<file path="src/rtl/sseg_pkg.sv">
// Shared types and constants for the serial seven-segment display driver.
// Segment pattern layout is {dp,g,f,e,d,c,b,a}, bit 7 down to bit 0.
package sseg_pkg;

    typedef enum logic [2:0] {
        IDLE,
        LOAD,
        SHIFT_LO,
        SHIFT_HI,
        LATCH,
        DONE
    } state_e;

    localparam int SEG_A  = 0;
    localparam int SEG_B  = 1;
    localparam int SEG_C  = 2;
    localparam int SEG_D  = 3;
    localparam int SEG_E  = 4;
    localparam int SEG_F  = 5;
    localparam int SEG_G  = 6;
    localparam int SEG_DP = 7;

    // Index n holds the {g..a} pattern for hex digit n (entry 0 is the rightmost literal).
    localparam logic [15:0][6:0] HEX_SEG = {
        7'h71, 7'h79, 7'h5E, 7'h39, 7'h7C, 7'h77, 7'h6F, 7'h7F,
        7'h07, 7'h7D, 7'h6D, 7'h66, 7'h4F, 7'h5B, 7'h06, 7'h3F
    };

endpackage

</file>
<file path="src/rtl/sseg_hex_decoder.sv">
// Combinational hex-digit to segment-pattern decoder with decimal point.
module sseg_hex_decoder
    import sseg_pkg::*;
(
    input  logic [3:0] value_i,
    input  logic       dp_i,
    output logic [7:0] pattern_o
);

    // NOTE: every output of a combinational block gets a full default first so no latch is inferred.
    always_comb begin
        pattern_o         = {1'b0, HEX_SEG[value_i]};
        pattern_o[SEG_DP] = dp_i;
    end

endmodule

</file>
<file path="src/rtl/sseg_serial_driver.sv">
// Builds the per-digit segment frame and shifts it MSB-first into an external
// shift-register chain on a divided serial clock, then pulses the latch.
module sseg_serial_driver
    import sseg_pkg::*;
#(
    parameter int DIGITS     = 8,
    parameter int CLK_DIV    = 2,
    parameter int ACTIVE_LOW = 1
) (
    input  logic                  clk,
    input  logic                  rst,
    input  logic                  start,
    input  logic                  mode,
    input  logic [8*DIGITS-1:0]   disp_num,
    input  logic [DIGITS-1:0]     point,
    input  logic [DIGITS-1:0]     blank,
    output logic                  seg_clk,
    output logic                  seg_sout,
    output logic                  seg_latch,
    output logic                  busy,
    output logic                  done
);

    localparam int NBITS = 8 * DIGITS;
    localparam int H     = 1 << CLK_DIV;
    localparam int DIV_W = CLK_DIV + 1;
    localparam int BIT_W = $clog2(NBITS);

    localparam logic [DIV_W-1:0] DIV_LAST = DIV_W'(H - 1);
    localparam logic [BIT_W-1:0] BIT_LAST = BIT_W'(NBITS - 1);

    logic [NBITS-1:0] frame;

    for (genvar i = 0; i < DIGITS; i++) begin : g_digit
        logic [7:0] hex_pat;
        logic [7:0] sel_pat;

        sseg_hex_decoder u_dec (
            .value_i   (disp_num[4*i +: 4]),
            .dp_i      (point[i]),
            .pattern_o (hex_pat)
        );

        assign sel_pat          = blank[i] ? 8'h00 : (mode ? disp_num[8*i +: 8] : hex_pat);
        assign frame[8*i +: 8]  = (ACTIVE_LOW != 0) ? ~sel_pat : sel_pat;
    end

    state_e           state_q, state_d;
    logic [DIV_W-1:0] div_q,   div_d;
    logic [BIT_W-1:0] bit_q,   bit_d;
    logic [NBITS-1:0] shift_q, shift_d;

    logic div_last;
    assign div_last = (div_q == DIV_LAST);

    // NOTE: sequential state uses non-blocking assignments so every register samples pre-edge values.
    always_ff @(posedge clk) begin
        if (rst) begin
            state_q <= IDLE;
            div_q   <= '0;
            bit_q   <= '0;
            shift_q <= '0;
        end else begin
            state_q <= state_d;
            div_q   <= div_d;
            bit_q   <= bit_d;
            shift_q <= shift_d;
        end
    end

    always_comb begin
        state_d   = state_q;
        div_d     = div_q;
        bit_d     = bit_q;
        shift_d   = shift_q;
        seg_clk   = 1'b0;
        seg_sout  = 1'b0;
        seg_latch = 1'b0;
        busy      = 1'b0;
        done      = 1'b0;

        unique case (state_q)
            IDLE: begin
                // The frame is captured on the start edge itself, so input changes during LOAD cannot leak in.
                if (start) begin
                    state_d = LOAD;
                    shift_d = frame;
                end
            end
            LOAD: begin
                busy    = 1'b1;
                div_d   = '0;
                bit_d   = '0;
                state_d = SHIFT_LO;
            end
            SHIFT_LO: begin
                busy     = 1'b1;
                seg_sout = shift_q[NBITS-1];
                if (div_last) begin
                    div_d   = '0;
                    state_d = SHIFT_HI;
                end else begin
                    div_d = div_q + 1'b1;
                end
            end
            SHIFT_HI: begin
                busy     = 1'b1;
                seg_clk  = 1'b1;
                seg_sout = shift_q[NBITS-1];
                if (div_last) begin
                    div_d   = '0;
                    shift_d = {shift_q[NBITS-2:0], 1'b0};
                    if (bit_q == BIT_LAST) begin
                        bit_d   = '0;
                        state_d = LATCH;
                    end else begin
                        bit_d   = bit_q + 1'b1;
                        state_d = SHIFT_LO;
                    end
                end else begin
                    div_d = div_q + 1'b1;
                end
            end
            LATCH: begin
                busy      = 1'b1;
                seg_latch = 1'b1;
                if (div_last) begin
                    div_d   = '0;
                    state_d = DONE;
                end else begin
                    div_d = div_q + 1'b1;
                end
            end
            DONE: begin
                done    = 1'b1;
                state_d = IDLE;
            end
            default: state_d = IDLE;
        endcase
    end

endmodule
</file>
<file path="config.mk">
export PLATFORM = sky130hd
export DESIGN_NAME = sseg_serial_driver
export DESIGN_NICKNAME = d
export VERILOG_FILES = /design/src/rtl/sseg_pkg.sv /design/src/rtl/sseg_hex_decoder.sv /design/src/rtl/sseg_serial_driver.sv
export SDC_FILE = /design/constraint.sdc
export NUM_CORES = 1
export LEC_CHECK = 0
export BUFFER_PORTS_ARGS = -buffer_cell sky130_fd_sc_hd__buf_2
export CAP_MARGIN = 0
export CORE_MARGIN = 8
export CORE_UTILIZATION = 45
export CTS_BUF_LIST = sky130_fd_sc_hd__clkbuf_2
export CTS_CLUSTER_DIAMETER = 150
export CTS_CLUSTER_SIZE = 30
export DETAILED_ROUTE_END_ITERATION = 8
export MAX_ROUTING_LAYER = met4
export PLACE_DENSITY = 0.65
export SYNTH_ARGS = -nofsm -noshare
export SYNTH_HDL_FRONTEND = slang
export SYNTH_SLANG_ARGS = --single-unit
</file>
<file path="constraint.sdc">
create_clock -name clk -period 2.9 [get_ports clk]
set_input_delay 0.435 -clock clk [delete_from_list [all_inputs] [get_ports clk]]
set_output_delay 0.435 -clock clk [all_outputs]
set_load 0.05 [all_outputs]
</file>
==> out/qor.yml, run 1 <==
cp_slowest_stage_delay_ns: 0.61
port_buffers: 88
vias: 6012
num_antenna_cells: 0
cts_buffer_depth: 2
place_inst: 968
insertion_delay_ns: 0.54
yosys_warnings: 0
path_max_fanout: 12
critPathCaptureType: "output pin"
crit_arrival_ns: 2.15
finalSetupViolCount: 0
antenna_found_initial: 0
fin_ws_ns: 0.311
crit_type: "reg -> out"
fill_cells: 1248
fmax_mhz: 386
met1Wirelength_mm: 7.99
globalplace.congestion: 0.902
area_growth_pct: 10.9
core-area_mm2: 0.0132
grt_pass1_vias: 6054
hold_buffers: 0
syn_inst: 745
dr.max_layer_used: "met4"
die_w_um: 132
skew_ns: 0.0220
hold_viol_final: 0
grt_max_degree: 34
cp_top_family: "flip-flops"
ys_ff_latch: 76
finalCriticalPeriod_ns: 2.59
initial_core_util: 0.459
detail-route-antenna-nets: 0
avgSynthCellArea_um2: 8.14
fp-row-count: 42
p_per_area_mw_per_mm2: 392
crit_required_ns: 2.47
hpwl_mm: 13.4
fin_cells: 983
ir_drop_v: 0.000178
met3WireLength_um: 902
met2WireLength_mm: 9.04
async_flop_share: 0
first_pass_iters: 7
cts-root-buf: "clkbuf_2"
num_io_pins: 89
pre_cts_ws_ns: 0.720
nets: 937
synthesis.nets: 879
grt_overflow_total: 0
post-cts-setup-buffers: 0
worst_slew_pin_slew_ns: 0.875
hold_path.class: "in -> reg"
drv_slew: 0
grt_pass1_wl_mm: 29.7
tns_ns: 0
crit_path_start_kind: "flip-flop"
p_total_w: 0.00263
htree_num_levels: 3
cpMaxStageDelayCell: "dfxtp_1"
drive_above_1_share: 0.181
clk_pin_slew_ns: 0.22
grt_use_total: 0.208
crit_buf_inv: 2
drt_wl_total_mm: 18.2
avgRoutedWirePerCell_um: 18.5
status: "finished clean"
rsz0062_at_grt: "no"
path_cells: "inv_1 > nor3_1 > buf_2"
cts_tree: "built"
fin_crit_sh: 0.893
ys.flop_type: "dfxtp_1"
synth_edf_count: 0
drtIter0Drc: 517
synth_area_mm2: 0.00606
numCtsBuffers: 9
synth.distinct_cells: 78
ff2ff_setup_slack_ns: 0.76
remaining_drc_errors: 0
via_per_inst: 6.12
die_height_um: 132
ys_seq_area_frac: 0.251
p_leak_nw: 2.75
clkSinkCount: 76
die_area_mm2: 0.0174
cts_resized: 0
slew_headroom: 0.413
drv_cap: 0
metrics by stage:
step           instance area (µm²)   util  hold WS, ns
2_1_floorplan                 6060      -        0.424
3_3_place_gp                  6600  0.500        0.438
3_5_place_dp                  6600  0.500        0.449
4_1_cts                       6720  0.509        0.171
5_1_grt                       6720  0.509        0.155
6_report                      6720  0.509        0.199
where the power goes:
part,switching [W],total [W],internal (W)
clock network,0.000372,0.000645,0.000273
registers,0.0000674,0.00122,0.00115
logic,0.000451,0.000767,0.000315
cells in the mapped netlist (11+ instances only):
cell type  instances  area, µm²
o31ai_1           21        158
o21ai_0           44        220
dfxtp_1           76       1520
nor2b_1           20        125
inv_1             30        113
mux2i_1           28        280
buf_2             27        135
nand2_1           48        180
ha_1              50        626
o22ai_1           11       68.8
a21oi_1           37        185
nor2_1            52        195
a22oi_1           17        128
nand2b_1          33        206
clkbuf_1          26       97.6
a211oi_1          14        105
nand3_1           28        140
tightest hold or removal path, delay by kind of cell:
kind	cells	cell delay, ns
compound gates	2	0.20
buf+inv	1	0.08
final cells by class:
type                    instances  area (µm²)  share of cell area
flip-flops and latches         76        1520               0.226
inverters                      33         124              0.0184
clock inverters                 6        80.1              0.0119
repair buffers                107         608              0.0905
clock buffers                   9        45.0             0.00670
well taps                     176         220              0.0328
multi-input cells             576        4120               0.613
final timing paths:
path / startpoint / end / cells past startpoint
max: state_q[2] / seg_latch / 3
min: disp_num[56] / shift_q[56] / 3
max reg2reg: div_q[0] / shift_q[15] / 6
min reg2reg: shift_q[53] / shift_q[53] / 2
cell usage in the layout, fill, tap and decap left out, types with 6 or more instances in the layout:
master and n:
buf_2 88, a22oi_1 17, a32o_1 9, buf_4 17, o41ai_1 7, nand2b_1 33, dfxtp_1 76, a21oi_1 37
nor4_1 10, o31ai_1 21, nor2b_1 20, clkbuf_2 9, o22ai_1 11, nor2_1 52, ha_1 50, nor3_1 10
inv_1 30, a21o_1 6, o21ai_0 44, o221ai_1 9, o2bb2ai_1 10, mux2i_1 28, a211oi_1 14, mux2_2 7
a2111oi_0 9, nand2_1 48, nand3_1 28
metal layers:
| metal | vias to the layer above | global-route usage |
|---|---|---|
| met5 | - | - |
| li1 | 2894 | - |
| met1 | 2897 | 0.248 |
| met3 | 23 | 0.0385 |
| met4 | 0 | 0.0530 |
| met2 | 198 | 0.352 |
logic make-up after synthesis:
logic type / Yosys count / synth area share
muxes: 38 / 0.0704
buffers and inverters: 93 / 0.0689
adders and majority gates: 50 / 0.103
DFF: 76 / 0.251
xor gates and xnor gates: 5 / 0.00723
and+or+nand+nor: 241 / 0.213
AOI/OAI and AO/OA: 242 / 0.286
flip-flops by register name (all words and copies together), names as in the netlist:
signal   flops
bit_q        6
state_q      3
div_q        3
shift_q     64
No activity file was read; power rests on OpenSTA's default activity.
==> run 2: changes to the inputs <==
--- a/config.mk
+++ b/config.mk
@@ -8,6 +8,5 @@
 export BUFFER_PORTS_ARGS = -buffer_cell sky130_fd_sc_hd__buf_2
 export CAP_MARGIN = 0
-export CORE_MARGIN = 8
-export CORE_UTILIZATION = 45
+export CORE_UTILIZATION = 47
 export CTS_BUF_LIST = sky130_fd_sc_hd__clkbuf_2
 export CTS_CLUSTER_DIAMETER = 150
@@ -15,5 +14,5 @@
 export DETAILED_ROUTE_END_ITERATION = 8
 export MAX_ROUTING_LAYER = met4
-export PLACE_DENSITY = 0.65
+export PLACE_DENSITY = 0.68
 export SYNTH_ARGS = -nofsm -noshare
 export SYNTH_HDL_FRONTEND = slang
==> constraint.sdc (replaced) <==
create_clock -name clk -period 2.9 [get_ports clk]
set_input_delay 0.145 -clock clk [delete_from_list [all_inputs] [get_ports clk]]
set_output_delay 0.145 -clock clk [all_outputs]
set_load 0.05 [all_outputs]
==> run 2 against run 1 <==
  * Critical path type is now reg -> reg
  * Sequential cell count did not move
  * Setup slack improved by 0.035 ns
  * Die area fell by 23%
  * Non-clock buffer count rose by 12
  * Critical endpoint is now shift_q[51]
  * First-iteration DRC count fell by 36%
  * Count of clock-buffer cells in the layout did not move
  * Largest cell class unchanged
==> out/qor.yml, run 2 (same netlist as run 1, synthesis figures left out) <==
status: "finished clean"
hold_viol_final: 0
cp_slowest_stage_delay_ns: 0.63
top_register: "shift_q"
p_total_w: 0.00260
die_w_um: 116
grt_use_total: 0.270
critPathCaptureType: "flip-flop"
num_io_pins: 89
cpMaxStageDelayCell: "dfxtp_2"
path_depth: 6
globalplace.congestion: 0.880
clkSinkCount: 76
skew_ns: 0.0282
die_height_um: 116
p_leak_nw: 2.80
hpwl_mm: 12.3
first_pass_iters: 5
htree_num_levels: 3
layout_common_cells: "88 x buf_2, 74 x dfxtp_1, 52 x nor2_1"
reg2reg_to: "shift_q[51]"
p_per_area_mw_per_mm2: 380
antenna_found_initial: 0
avgRoutedWirePerCell_um: 17.2
insertion_delay_ns: 0.52
grt_overflow_total: 0
crit_type: "reg -> reg"
ir_drop_v: 0.000212
drv_cap: 0
drive_above_1_share: 0.173
holdWs_ns: 0.0339
rsz0062_at_grt: "no"
cts-root-buf: "clkbuf_2"
core-area_mm2: 0.0126
numCtsBuffers: 9
fmax_mhz: 391
die_area_mm2: 0.0134
cts_buffer_depth: 2
port_buffers: 88
crit_path_start_kind: "flip-flop"
finalSetupViolCount: 0
tns_ns: 0
initial_core_util: 0.480
finalCriticalPeriod_ns: 2.55
grt_pass1_wl_mm: 27.8
layout_commonest_cell: "buf_2"
multi_input_area_mm2: 0.00412
grt_pass1_vias: 5687
crit_buf_inv: 2
grt_max_degree: 82
drv_slew: 0
drt_wl_total_mm: 17.1
vias: 6013
area_growth_pct: 12.8
crit_required_ns: 3.31
nets: 949
detail-route-antenna-nets: 0
remaining_drc_errors: 0
largest_reg_flops: 64
clk_pin_slew_ns: 0.24
hold_path.class: "in -> reg"
worst_slew_pin_slew_ns: 0.951
fin_util: 0.542
crit_arrival_ns: 2.96
reg_top3: "shift_q x64, bit_q x6"
path_cells: "nand3b_2 > inv_2 > nand2_1 > o221ai_1 > a21oi_1 > dlygate4sd3_1"
cts_tree: "built"
ff2ff_setup_slack_ns: 0.35
reg2reg_from: "state_q[1]"
cp_top_family: "buffers and inverters"
crit_path_end: "shift_q[51]"
path_max_fanout: 22
reg2reg_depth: 6
via_per_inst: 6.06
fp-row-count: 41
num_antenna_cells: 0
post-cts-setup-buffers: 0
drtIter0Drc: 332
startpoint: "state_q[1]"
fill_cells: 1216
slew_headroom: 0.365
fin_crit_sh: 0.881
final-seq-area_mm2: 0.00152
-- run 2: cell types whose count changed in the layout (fill, tap and decap cells not counted) --
cell | before | now
inv_6 | 0 | 2
clkinv_1 | 3 | 2
dfxtp_2 | 0 | 2
bufinv_16 | 2 | 1
clkinv_4 | 0 | 2
dfxtp_1 | 76 | 74
dlygate4sd3_1 | 0 | 20
buf_12 | 2 | 1
clkinvlp_4 | 1 | 0
buf_4 | 17 | 10
-- run 2: area by class of cell --
cell class                      instances  area share
Clock buffer                            9     0.00659
Clock inverter                          7      0.0108
Inverter                               33      0.0181
Multi-Input combinational cell        576       0.603
Sequential cell                        76       0.223
Tap cell                              172      0.0315
Timing Repair Buffer                  119       0.108
-- run 2: metal layers --
metal  share of wire  track usage  wire, µm
met1            0.44        0.335      7580
met2            0.48        0.443      8260
met3           0.048       0.0418       817
met4           0.025       0.0961       425
met5               0            -         0
-- run 2: repair_timing --
item / 4_1_cts / 5_1_grt
setup endpoints to repair: 0 / 2
resized for setup: 0 / 2
hold buffers: 16 / 4
hold endpoints to repair: 14 / 3
-- run 2: worst min-delay path: stages --
cell and delay (ns):
buf_2 0.08, a22oi_1 0.08, a21oi_1 0.17, o31ai_1 0.08
-- run 2: worst min-delay path by stage --
stage | end | depth (start not counted) | slack, ns | from
CTS | shift_q[54] | 4 | 0.006 | disp_num[54]
finish | shift_q[54] | 4 | 0.03 | disp_num[54]
global placement | shift_q[55] | 1 | 0.44 | shift_q[55]
floorplan | shift_q[35] | 2 | 0.29 | blank[4]
global route | shift_q[19] | 3 | 0.001 | disp_num[19]
detailed placement | shift_q[7] | 1 | 0.45 | shift_q[7]
-- run 2: power by group --
| group | switching [W] | leakage (nW) | internal, W |
|---|---|---|---|
| clock | 0.000398 | 0.0743 | 0.000205 |
| combinational | 0.000443 | 2.10 | 0.000324 |
| sequential | 0.0000737 | 0.627 | 0.00115 |
| total | 0.000915 | 2.80 | 0.00168 |
-- run 2: through the flow --
step | area (µm²) | cells | setup WS, ns
after global placement | 6520 | 956 | 0.727
after global routing | 6840 | 992 | 0.164
after detailed placement | 6520 | 956 | 0.611
final | 6840 | 992 | 0.346
after floorplan | 6060 | 745 | 0.753
after CTS | 6800 | 988 | 0.122
==> run 3: changes to the inputs <==
Settings changed: RECOVER_POWER set to 50.
==> run 3 against run 2 <==
  * Combinational power decreased by 0.5%
  * Sequential cell count unchanged
  * Register-to-register slack about the same
  * Design area decreased by 0.22%
  * Non-clock buffer count unchanged
  * Via count decreased by 0.48%
  * First-iteration DRC count increased by 6.0%
  * Largest power group unchanged
==> out/qor.yml, run 3 (same netlist as run 1, synthesis figures left out) <==
rsz0062_at_grt: "no"
port_buffers: 88
fill_cells: 1220
tns_ns: 0
cts_tree: "built"
path_max_fanout: 22
cts-root-buf: "clkbuf_2"
detail-route-antenna-nets: 0
initial_core_util: 0.480
p_total_w: 0.00259
grt_max_degree: 82
core-area_mm2: 0.0126
vias: 5984
skew_ns: 0.0267
hpwl_mm: 12.3
num_antenna_cells: 0
nets: 949
fin_ws_ns: 0.359
post-cts-setup-buffers: 0
drive_above_1_share: 0.168
critPathCaptureType: "flip-flop"
crit_path_start_kind: "flip-flop"
pre_cts_ws_ns: 0.611
fin_crit_sh: 0.876
remaining_drc_errors: 0
die_area_mm2: 0.0134
antenna_found_initial: 0
worst_slew_pin_slew_ns: 0.941
drv_cap: 0
hold_depth: 4
avgRoutedWirePerCell_um: 17.2
finalCriticalPeriod_ns: 2.54
fmax_mhz: 394
cts_buffer_depth: 2
crit_type: "reg -> reg"
crit_arrival_ns: 2.95
area_growth_pct: 12.6
clk_pin_slew_ns: 0.24
finalSetupViolCount: 0
die_w_um: 116
fp-row-count: 41
drtIter0Drc: 352
p_per_area_mw_per_mm2: 380
drv_slew: 0
hold_viol_final: 0
ir_drop_v: 0.000211
numCtsBuffers: 9
die_height_um: 116
layout_commonest_cell: "buf_2"
top_register: "shift_q"
p_leak_nw: 2.79
grt_pass1_vias: 5687
reg_top3: "shift_q x64, bit_q x6"
layout_common_cells: "87 x buf_2, 74 x dfxtp_1, 52 x nor2_1"
crit_required_ns: 3.31
reg2reg_depth: 6
insertion_delay_ns: 0.52
largest_reg_flops: 64
htree_num_levels: 3
num_io_pins: 89
globalplace.congestion: 0.880
clkSinkCount: 76
grt_pass1_wl_mm: 27.8
via_per_inst: 6.03
drt_wl_total_mm: 17.0
status: "finished clean"
grt_use_total: 0.270
hold_path.class: "in -> reg"
slew_headroom: 0.372
grt_overflow_total: 0
first_pass_iters: 5
[run 3: routing by layer]
layer / part of all wire / global-route usage / wire length (µm) / vias up
met5: 0 / - / 0 / -
met4: 0.027 / 0.0961 / 467 / 0
met3: 0.045 / 0.0418 / 775 / 46
met2: 0.48 / 0.443 / 8200 / 189
met1: 0.45 / 0.335 / 7590 / 2835
li1: - / - / - / 2914
[run 3: path summary, 6_finish.rpt]
| kind | from | end | slack [ns] |
|---|---|---|---|
| worst min-delay path | disp_num[54] | shift_q[54] | 0.03 |
| worst max register to register | state_q[1] | shift_q[51] | 0.36 |
| worst min register to register | shift_q[1] | shift_q[1] | 0.48 |
| worst max-delay path | state_q[1] | shift_q[51] | 0.36 |
[run 3: area by class of cell]
cell class / instances / area, µm² / area share
Clock buffer: 9 / 45.0 / 0.00660
Clock inverter: 7 / 73.8 / 0.0108
Inverter: 33 / 124 / 0.0182
Multi-Input combinational cell: 576 / 4110 / 0.602
Sequential cell: 76 / 1520 / 0.223
Tap cell: 172 / 215 / 0.0315
Timing Repair Buffer: 119 / 734 / 0.108
[run 3: worst max-delay path, stage by stage, from the launching register on]
cell and delay [ns]:
dfxtp_2 0.63, nand3b_2 0.23, inv_2 0.38, nand2_1 0.28, o221ai_1 0.26, a21oi_1 0.07
dlygate4sd3_1 0.58
[run 3: where the power goes]
part	leakage [nW]	switching, W	internal, W	total, W
logic	2.09	0.000441	0.000322	0.000763
registers	0.627	0.0000737	0.00115	0.00123
clock network	0.0743	0.000399	0.000205	0.000604
[run 3: what timing repair did]
action	in CTS	in global routing
endpoints found under the hold margin	14	3
resized for setup	0	2
hold buffers	16	4
setup endpoints to repair	0	2
[run 3: per-stage QoR]
step,util,cell area (µm²),std cells,hold WS (ns)
after floorplan,-,6060,745,0.292
after global placement,0.516,6520,956,0.441
after detailed placement,0.516,6520,956,0.448
after CTS,0.539,6800,988,0.00632
after global routing,0.541,6820,992,0.00125
final,0.541,6820,992,0.0301
